### config.mk
export PLATFORM = sky130hd
export DESIGN_NAME = cycle_offset_monitor
export DESIGN_NICKNAME = d
export VERILOG_FILES = /design/src/rtl/cycle_mon_pkg.sv /design/src/rtl/stream_history.sv /design/src/rtl/cycle_offset_monitor.sv
export SDC_FILE = /design/constraint.sdc
export NUM_CORES = 1
export LEC_CHECK = 0
export ABC_AREA = 1
export CORE_AREA = 2 2 151 153
export CTS_CLUSTER_DIAMETER = 40
export DETAILED_ROUTE_END_ITERATION = 10
export DIE_AREA = 0 0 153 155
export PLACE_DENSITY_LB_ADDON = 0.05
export SLEW_MARGIN = 20
export SYNTH_ARGS = -nofsm -noshare
export SYNTH_HDL_FRONTEND = slang
export SYNTH_SLANG_ARGS = --single-unit
### constraint.sdc
create_clock -name clk -period 3.9 [get_ports clk]
set_input_delay 0.585 -clock clk [delete_from_list [all_inputs] [get_ports clk]]
set_output_delay 0.585 -clock clk [all_outputs]
set_load 0.05 [all_outputs]
### src/rtl/cycle_mon_pkg.sv
// rtl/cycle_mon_pkg.sv - shared types, constants and adder for the cycle offset monitor
// Optional feature macro: CYCLE_MON_SATURATE_EN (saturating adders instead of wrap).
package cycle_mon_pkg;

    localparam int DATA_W  = 32;
    localparam int LATENCY = 3;

    typedef logic signed [DATA_W-1:0] data_t;

    typedef enum logic [1:0] {
        ST_IDLE    = 2'd0,
        ST_CAPTURE = 2'd1,
        ST_EVAL_A  = 2'd2,
        ST_EVAL_BC = 2'd3
    } state_t;

    localparam data_t DATA_MAX = {1'b0, {(DATA_W-1){1'b1}}};
    localparam data_t DATA_MIN = {1'b1, {(DATA_W-1){1'b0}}};

    function automatic data_t stream_add(input data_t lhs, input data_t rhs);
        data_t sum;
        sum = lhs + rhs;
`ifdef CYCLE_MON_SATURATE_EN
        // Overflow only when both operands share a sign the result lacks.
        if ((lhs[DATA_W-1] == rhs[DATA_W-1]) && (sum[DATA_W-1] != lhs[DATA_W-1])) begin
            sum = lhs[DATA_W-1] ? DATA_MIN : DATA_MAX;
        end
`else
        sum = lhs + rhs;
`endif
        return sum;
    endfunction

endpackage

### src/rtl/stream_history.sv
// rtl/stream_history.sv - past-value registers a[n-1], a[n-2] and b[n-1]
// Shifts only when an evaluation completes; asynchronous active-low reset.
module stream_history
    import cycle_mon_pkg::*;
(
    input  logic                     clk,
    input  logic                     rst_n,
    input  logic                     shift_en,
    input  logic signed [DATA_W-1:0] a_in,
    input  logic signed [DATA_W-1:0] b_in,
    output logic signed [DATA_W-1:0] a_prev1,
    output logic signed [DATA_W-1:0] a_prev2,
    output logic signed [DATA_W-1:0] b_prev1
);

    data_t a1_q, a1_d;
    data_t a2_q, a2_d;
    data_t b1_q, b1_d;

    always_comb begin
        a1_d = a1_q;
        a2_d = a2_q;
        b1_d = b1_q;
        if (shift_en) begin
            a1_d = a_in;
            a2_d = a1_q;
            b1_d = b_in;
        end
    end

    always_ff @(posedge clk or negedge rst_n) begin
        if (!rst_n) begin
            a1_q <= '0;
            a2_q <= '0;
            b1_q <= '0;
        end else begin
            a1_q <= a1_d;
            a2_q <= a2_d;
            b1_q <= b1_d;
        end
    end

    assign a_prev1 = a1_q;
    assign a_prev2 = a2_q;
    assign b_prev1 = b1_q;

endmodule

### src/rtl/cycle_offset_monitor.sv
// rtl/cycle_offset_monitor.sv - stream monitor core: a = x + b', b = a', c = (a + b, a'')
// Optional feature macro: CYCLE_MON_SATURATE_EN (handled inside cycle_mon_pkg::stream_add).
module cycle_offset_monitor
    import cycle_mon_pkg::*;
(
    input  logic                     clk,
    input  logic                     rst,
    input  logic                     en,
    input  logic signed [DATA_W-1:0] x,
    input  logic                     newX,
    output logic signed [DATA_W-1:0] result_0,
    output logic signed [DATA_W-1:0] result_1,
    output logic signed [DATA_W-1:0] result_2_0,
    output logic signed [DATA_W-1:0] result_2_1
);

    state_t state_q, state_d;

    logic capture_en;
    logic eval_a_en;
    logic eval_bc_en;

    data_t x_q, x_d;
    data_t a_calc_q, a_calc_d;
    data_t res_a_q, res_a_d;
    data_t res_b_q, res_b_d;
    data_t res_c0_q, res_c0_d;
    data_t res_c1_q, res_c1_d;

    data_t hist_a1;
    data_t hist_a2;
    data_t hist_b1;

    always_ff @(posedge clk or negedge rst) begin
        if (!rst) begin
            state_q <= ST_IDLE;
        end else begin
            state_q <= state_d;
        end
    end

    always_comb begin
        state_d = state_q;
        if (en) begin
            case (state_q)
                ST_IDLE:    if (newX) state_d = ST_CAPTURE;
                ST_CAPTURE: state_d = ST_EVAL_A;
                ST_EVAL_A:  state_d = ST_EVAL_BC;
                ST_EVAL_BC: state_d = ST_IDLE;
                default:    state_d = ST_IDLE;
            endcase
        end
    end

    // x is only valid alongside newX, so it is latched on the accepting edge itself.
    always_comb begin
        capture_en = 1'b0;
        eval_a_en  = 1'b0;
        eval_bc_en = 1'b0;
        if (en) begin
            capture_en = (state_q == ST_IDLE) && newX;
            eval_a_en  = (state_q == ST_EVAL_A);
            eval_bc_en = (state_q == ST_EVAL_BC);
        end
    end

    always_comb begin
        x_d      = x_q;
        a_calc_d = a_calc_q;
        res_a_d  = res_a_q;
        res_b_d  = res_b_q;
        res_c0_d = res_c0_q;
        res_c1_d = res_c1_q;
        if (capture_en) begin
            x_d = x;
        end
        if (eval_a_en) begin
            a_calc_d = stream_add(x_q, hist_b1);
        end
        if (eval_bc_en) begin
            res_a_d  = a_calc_q;
            res_b_d  = hist_a1;
            res_c0_d = stream_add(a_calc_q, hist_a1);
            res_c1_d = hist_a2;
        end
    end

    always_ff @(posedge clk or negedge rst) begin
        if (!rst) begin
            x_q      <= '0;
            a_calc_q <= '0;
            res_a_q  <= '0;
            res_b_q  <= '0;
            res_c0_q <= '0;
            res_c1_q <= '0;
        end else begin
            x_q      <= x_d;
            a_calc_q <= a_calc_d;
            res_a_q  <= res_a_d;
            res_b_q  <= res_b_d;
            res_c0_q <= res_c0_d;
            res_c1_q <= res_c1_d;
        end
    end

    stream_history u_history (
        .clk      (clk),
        .rst_n    (rst),
        .shift_en (eval_bc_en),
        .a_in     (a_calc_q),
        .b_in     (hist_a1),
        .a_prev1  (hist_a1),
        .a_prev2  (hist_a2),
        .b_prev1  (hist_b1)
    );

    assign result_0   = res_a_q;
    assign result_1   = res_b_q;
    assign result_2_0 = res_c0_q;
    assign result_2_1 = res_c1_q;

endmodule

After elaboration in Yosys (flattened, before gate mapping):

Cells that the tools add are included.

* bits in registers: 194
* latch bits: 0
* memory bits (writable): 0
* memory bits (read-only): 0
* output and inout bits: 128
* word-level logic and storage cells: 21
* memories: 0

* add/sub/neg operators: 2
* multipliers: 0
* divide/modulo/power cells: 0
* magnitude comparators: 0
* eq/ne operators: 4
* shift-type cells: 0
* mux-type cells: 5
* bitwise operators: 0
* reductions and logical operators: 3

Operators with widths (number)
* 32-bit adder: 2
* 2-bit one-hot mux with 4 select lines: 1
* 2-bit == test (second input constant): 2
* 1-bit 2-to-1 mux: 3
* 2-bit by 1-bit == test with 1-bit output (second input constant): 1
* 2-bit logical NOT: 1
* 2-bit 2-to-1 mux: 1
* 2-bit inequality test (second input constant): 1
* 2-bit AND reduction: 1
* 1-bit logical AND: 1

Depth between registers and ports, before layout:

* depth after elaboration: 3
* gate-level depth with buffers: 12
* mapped depth without buffers: 12

By module:

A second synthesis with hierarchy kept.

* cells, all modules: 2107
* area, all modules: 15617.5 um^2

By module, submodules not included
* cycle_offset_monitor: times used 1, cells an instance 1701, area each 11951.5 um^2, seq. area each 4854.7 um^2
* stream_history: times used 1, cells an instance 406, area each 3666.0 um^2, seq. area each 2402.3 um^2

Worst setup path before layout:

OpenSTA, ideal clock, no wires.

* path kind: reg-to-reg
* from: register, netlist name result_0[0]
* to: register res_c0_q[28], in the netlist result_2_0[28]
* data arrival time: 2.046 ns
* slack: 1.737 ns
* cell stages (with the launch flop): 11
* path buffers: 0
* cells stage by stage: dfrtp_1 -> ha_1 -> fa_1 -> nand3_1 -> nand3_1 -> nand3_1 -> nand3_2 -> nand2_1 -> nand3_1 -> nand3_1 -> nand2_1

RTL lines
* to (signal assigned): RTL line cycle_offset_monitor.sv:101 `res_c0_q <= res_c0_d;`
* to (decl): RTL line cycle_offset_monitor.sv:27 `data_t res_c0_q, res_c0_d;`

Final worst setup path:

* from: register res_a_q[17], in the netlist result_0[17]
* to: output port result_0[17]

RTL lines
* from (decl): RTL line cycle_offset_monitor.sv:25 `data_t res_a_q, res_a_d;`
* from (signal assigned): RTL line cycle_offset_monitor.sv:99 `res_a_q <= res_a_d;`
* to (decl): RTL line cycle_offset_monitor.sv:11 `output logic signed [DATA_W-1:0] result_0,`

No word-level cell between the ends.

==> run_results.csv <==
group,metric,value,unit
outcome,status,"finished, final reports clean",
setup_path,cp-end-kind,"output pin",
synth,synth.avg_cell_area,7.169,sq um
die,die_w,153,um
timing,rsz0062_at_grt,"no",
clock_tree,clockBufferDepth,2,
drt,ant_nets,0,
setup_path,timing.rr.start,"result_0[0]",
global_routing,grt_usage,28.09,%
timing,setup_slack,1461,ps
synth,netlist_area,11950,sq um
global_routing,use_met1,40.71,%
place,post-place-ws,1518,ps
setup_path,rrSetupSlack,1680,ps
power,power_leakage,7.836,nW
synth,syn_inst,1667,
setup_path,cp_slowest_cell,"clkdlybuf4s50_1",
synth,yosysUniqueCellTypes,30,
clock_tree,insertion_delay,440,ps
place,gp_congestion,0.9027,
setup_path,cp_slowest_stage_delay,870,ps
die,placementRows,55,
cells_and_area,finalNetCount,1927,
timing,hold_slack,198.1,ps
timing,min_period,2439,ps
place,port_buffers,163,
cells_and_area,layout_commonest_cell,"nand2_1",
synth,synth.yosys.seq_area_share,40.62,%
timing,fmax,0.4100,GHz
power,p_switching,7.523,mW
global_routing,antenna_found_initial,0,
setup_path,path_buf_inv,1,
timing,fin_setup_tns,0,ps
global_routing,grt-ovfl-total,0,
global_routing,grt_max_degree,88,
setup_path,crit_type,"reg -> out",
timing,setup-violations-final,0,
place,place_inst,2089,
clock_tree,clock_sinks,194,
cells_and_area,multi_input_area,5956,sq um
power,p_seq_share,26.2,%
synth,synth-seq-cells,194,
clock_tree,ctsResizeCount,0,
setup_path,r2r_cells,10,
power,p_int,6.792,mW
drt,via_per_inst,5.056,
power,power_frac_comb,60.9,%
global_routing,top_usage_layer,"met2",
timing,slew_headroom,43.29,%
die,floorplan.initialDensity,53.76,%
place,dpl.hpwl,25.43,mm
clock_tree,cts_buffers,17,
power,pwr-share-clk,12.9,%
synth,syn_nets,1771,
setup_path,start_kind,"flop",
drt,wl_per_cell,15.27,um
clock_tree,cts_htree_levels,4,
cells_and_area,fillers,2038,
setup_path,cp.arrival,1850,ps
setup_path,cpLargestDelayFamily,"buffers and inverters",
global_routing,met2_usage,44.80,%
drt,num_vias,10723,
drt,dr.pass1.iters,5,
drt,drtIter0Drc,650,
global_routing,grt_pass1_wl,52.93,mm
setup_path,r2r-end,"result_2_0[28]",
cells_and_area,stdcell_count,2121,
min_path,hold_class,"in -> async",
setup_path,cp_max_fo,4,
power,peakVddDrop,0.4808,mV
timing,maxSlewViolCount,0,
cells_and_area,drive_above_1_share,6.863,%
timing,worstMarginPinSlew,849.8,ps
timing,hold_viol,0,
clock_tree,postCtsSetupBuffers,0,
die,fp.dieArea,23720,sq um
setup_path,crit_chain,"clkdlybuf4s50_1",
cells_and_area,seqCellArea,4855,sq um
global_routing,met3_usage,3.705,%
drt,post-route-drc-count,0,
timing,period_share,62.54,%
cells_and_area,mostFrequentLayoutCells,"nand2_1, inv_1, dfrtp_1, clkdlybuf4s50_1, o21ai_0",
synth,yosysWarnings,0,
power,power.density,987.7,nW/um^2
cells_and_area,n_antenna_cell,0,
cells_and_area,area_delta_synth_final,21.27,%
power,sw_frac_of_total,52.55,%
clock_tree,cts_hold_buf,0,
clock_tree,cts_tree,"built",
clock_tree,cts_root_buffer,"clkbuf_16",
global_routing,grt_pass1_vias,10304,
die,ios,164,
clock_tree,clk_pin_slew_worst_paths,80,ps
die,die_h,155,um
die,core_region_area,22230,sq um
setup_path,required,3310,ps
timing,fin_skew,20.63,ps
drt,drt-total-wl,32.39,mm
flow_run,cap_viol_max_count,0,
## kinds of logic (layout without fill, tap and decap cells)
logic type | after synthesis | after routing | share of synthesized area [%]
adder cells (fa/ha/maj) | 68 | 68 | 7.245
buffers and inverters | 299 | 468 | 9.601
flip-flops | 194 | 194 | 40.62
multiplexers | 32 | 32 | 3.015
XOR/XNOR | 27 | 27 | 1.979
AO/OA/AOI/OAI | 158 | 158 | 6.837
AND/OR/NAND/NOR | 889 | 889 | 30.70
## cell type report
type                    instances  area share (%)
repair buffers                173           11.89
flip-flops and latches        194           33.50
well taps                     285           2.461
clock buffers                  17           2.935
multi-input cells            1174           41.09
clock inverters                15           1.312
inverters                     263           6.812
## power groups by stage
stage | registers, mW | clock network, mW | logic [mW]
final | 3.75 | 1.85 | 8.71
after detailed placement | 3.76 | 0 | 8.69
after global routing | 3.86 | 1.96 | 9.60
after global placement | 3.75 | 0 | 8.58
after CTS | 3.74 | 1.88 | 8.74
after floorplan | 5.30 | 0 | 4.41
## synthesized netlist by cell type (all sizes together)
| cell | n | area share [%] |
|---|---|---|
| nand4 | 6 | 0.31 |
| fa | 2 | 0.34 |
| o21ai | 103 | 4.3 |
| xnor2 | 25 | 1.8 |
| buf | 20 | 0.84 |
| o22ai | 2 | 0.10 |
| nor2 | 84 | 2.9 |
| dfrtp | 194 | 41 |
| a21o | 2 | 0.13 |
| clkbuf | 16 | 0.50 |
| nand3b | 6 | 0.38 |
| and2 | 2 | 0.12 |
| nor3 | 8 | 0.50 |
| inv | 263 | 8.3 |
| ha | 66 | 6.9 |
| nand3 | 90 | 4.4 |
| xor2 | 2 | 0.15 |
| nand2 | 693 | 22 |
| o21bai | 6 | 0.38 |
| mux2 | 32 | 3.0 |
| a21oi | 45 | 1.9 |
## state kept, by name, indices dropped and copies added (netlist names)
name and count:
a_calc_q 32, result_0 32, result_2_0 32, state_q 2, x_q 32, result_1 32, result_2_1 32
## metrics by stage
step | area, sq um | utilization, % | total power, mW
6_report | 14490 | 65.20 | 14.31
5_1_grt | 14490 | 65.20 | 15.41
4_1_cts | 14490 | 65.20 | 14.35
3_5_place_dp | 13880 | 62.43 | 12.45
3_3_place_gp | 13880 | 62.43 | 12.33
2_1_floorplan | 11950 | - | 9.708
## layer usage
metal,vias to the layer above,part of all wire [%]
li1,5453,-
met1,4955,48
met2,283,45
met3,32,4.7
met4,0,1.7
met5,-,0
## worst max path at each step
stage / to / depth (start not counted) / from / slack (ps)
2_1_floorplan: result_2_0[28] / 10 / result_0[0] / 1740
3_3_place_gp: a_calc_q[4] / 6 / en / 1570
3_5_place_dp: result_1[15] / 4 / en / 1520
4_1_cts: result_0[17] / 1 / result_0[17] / 1480
5_1_grt: result_0[17] / 1 / result_0[17] / 1450
6_report: result_0[17] / 1 / result_0[17] / 1460
Note: power is estimated with default switching activity, not from simulation.
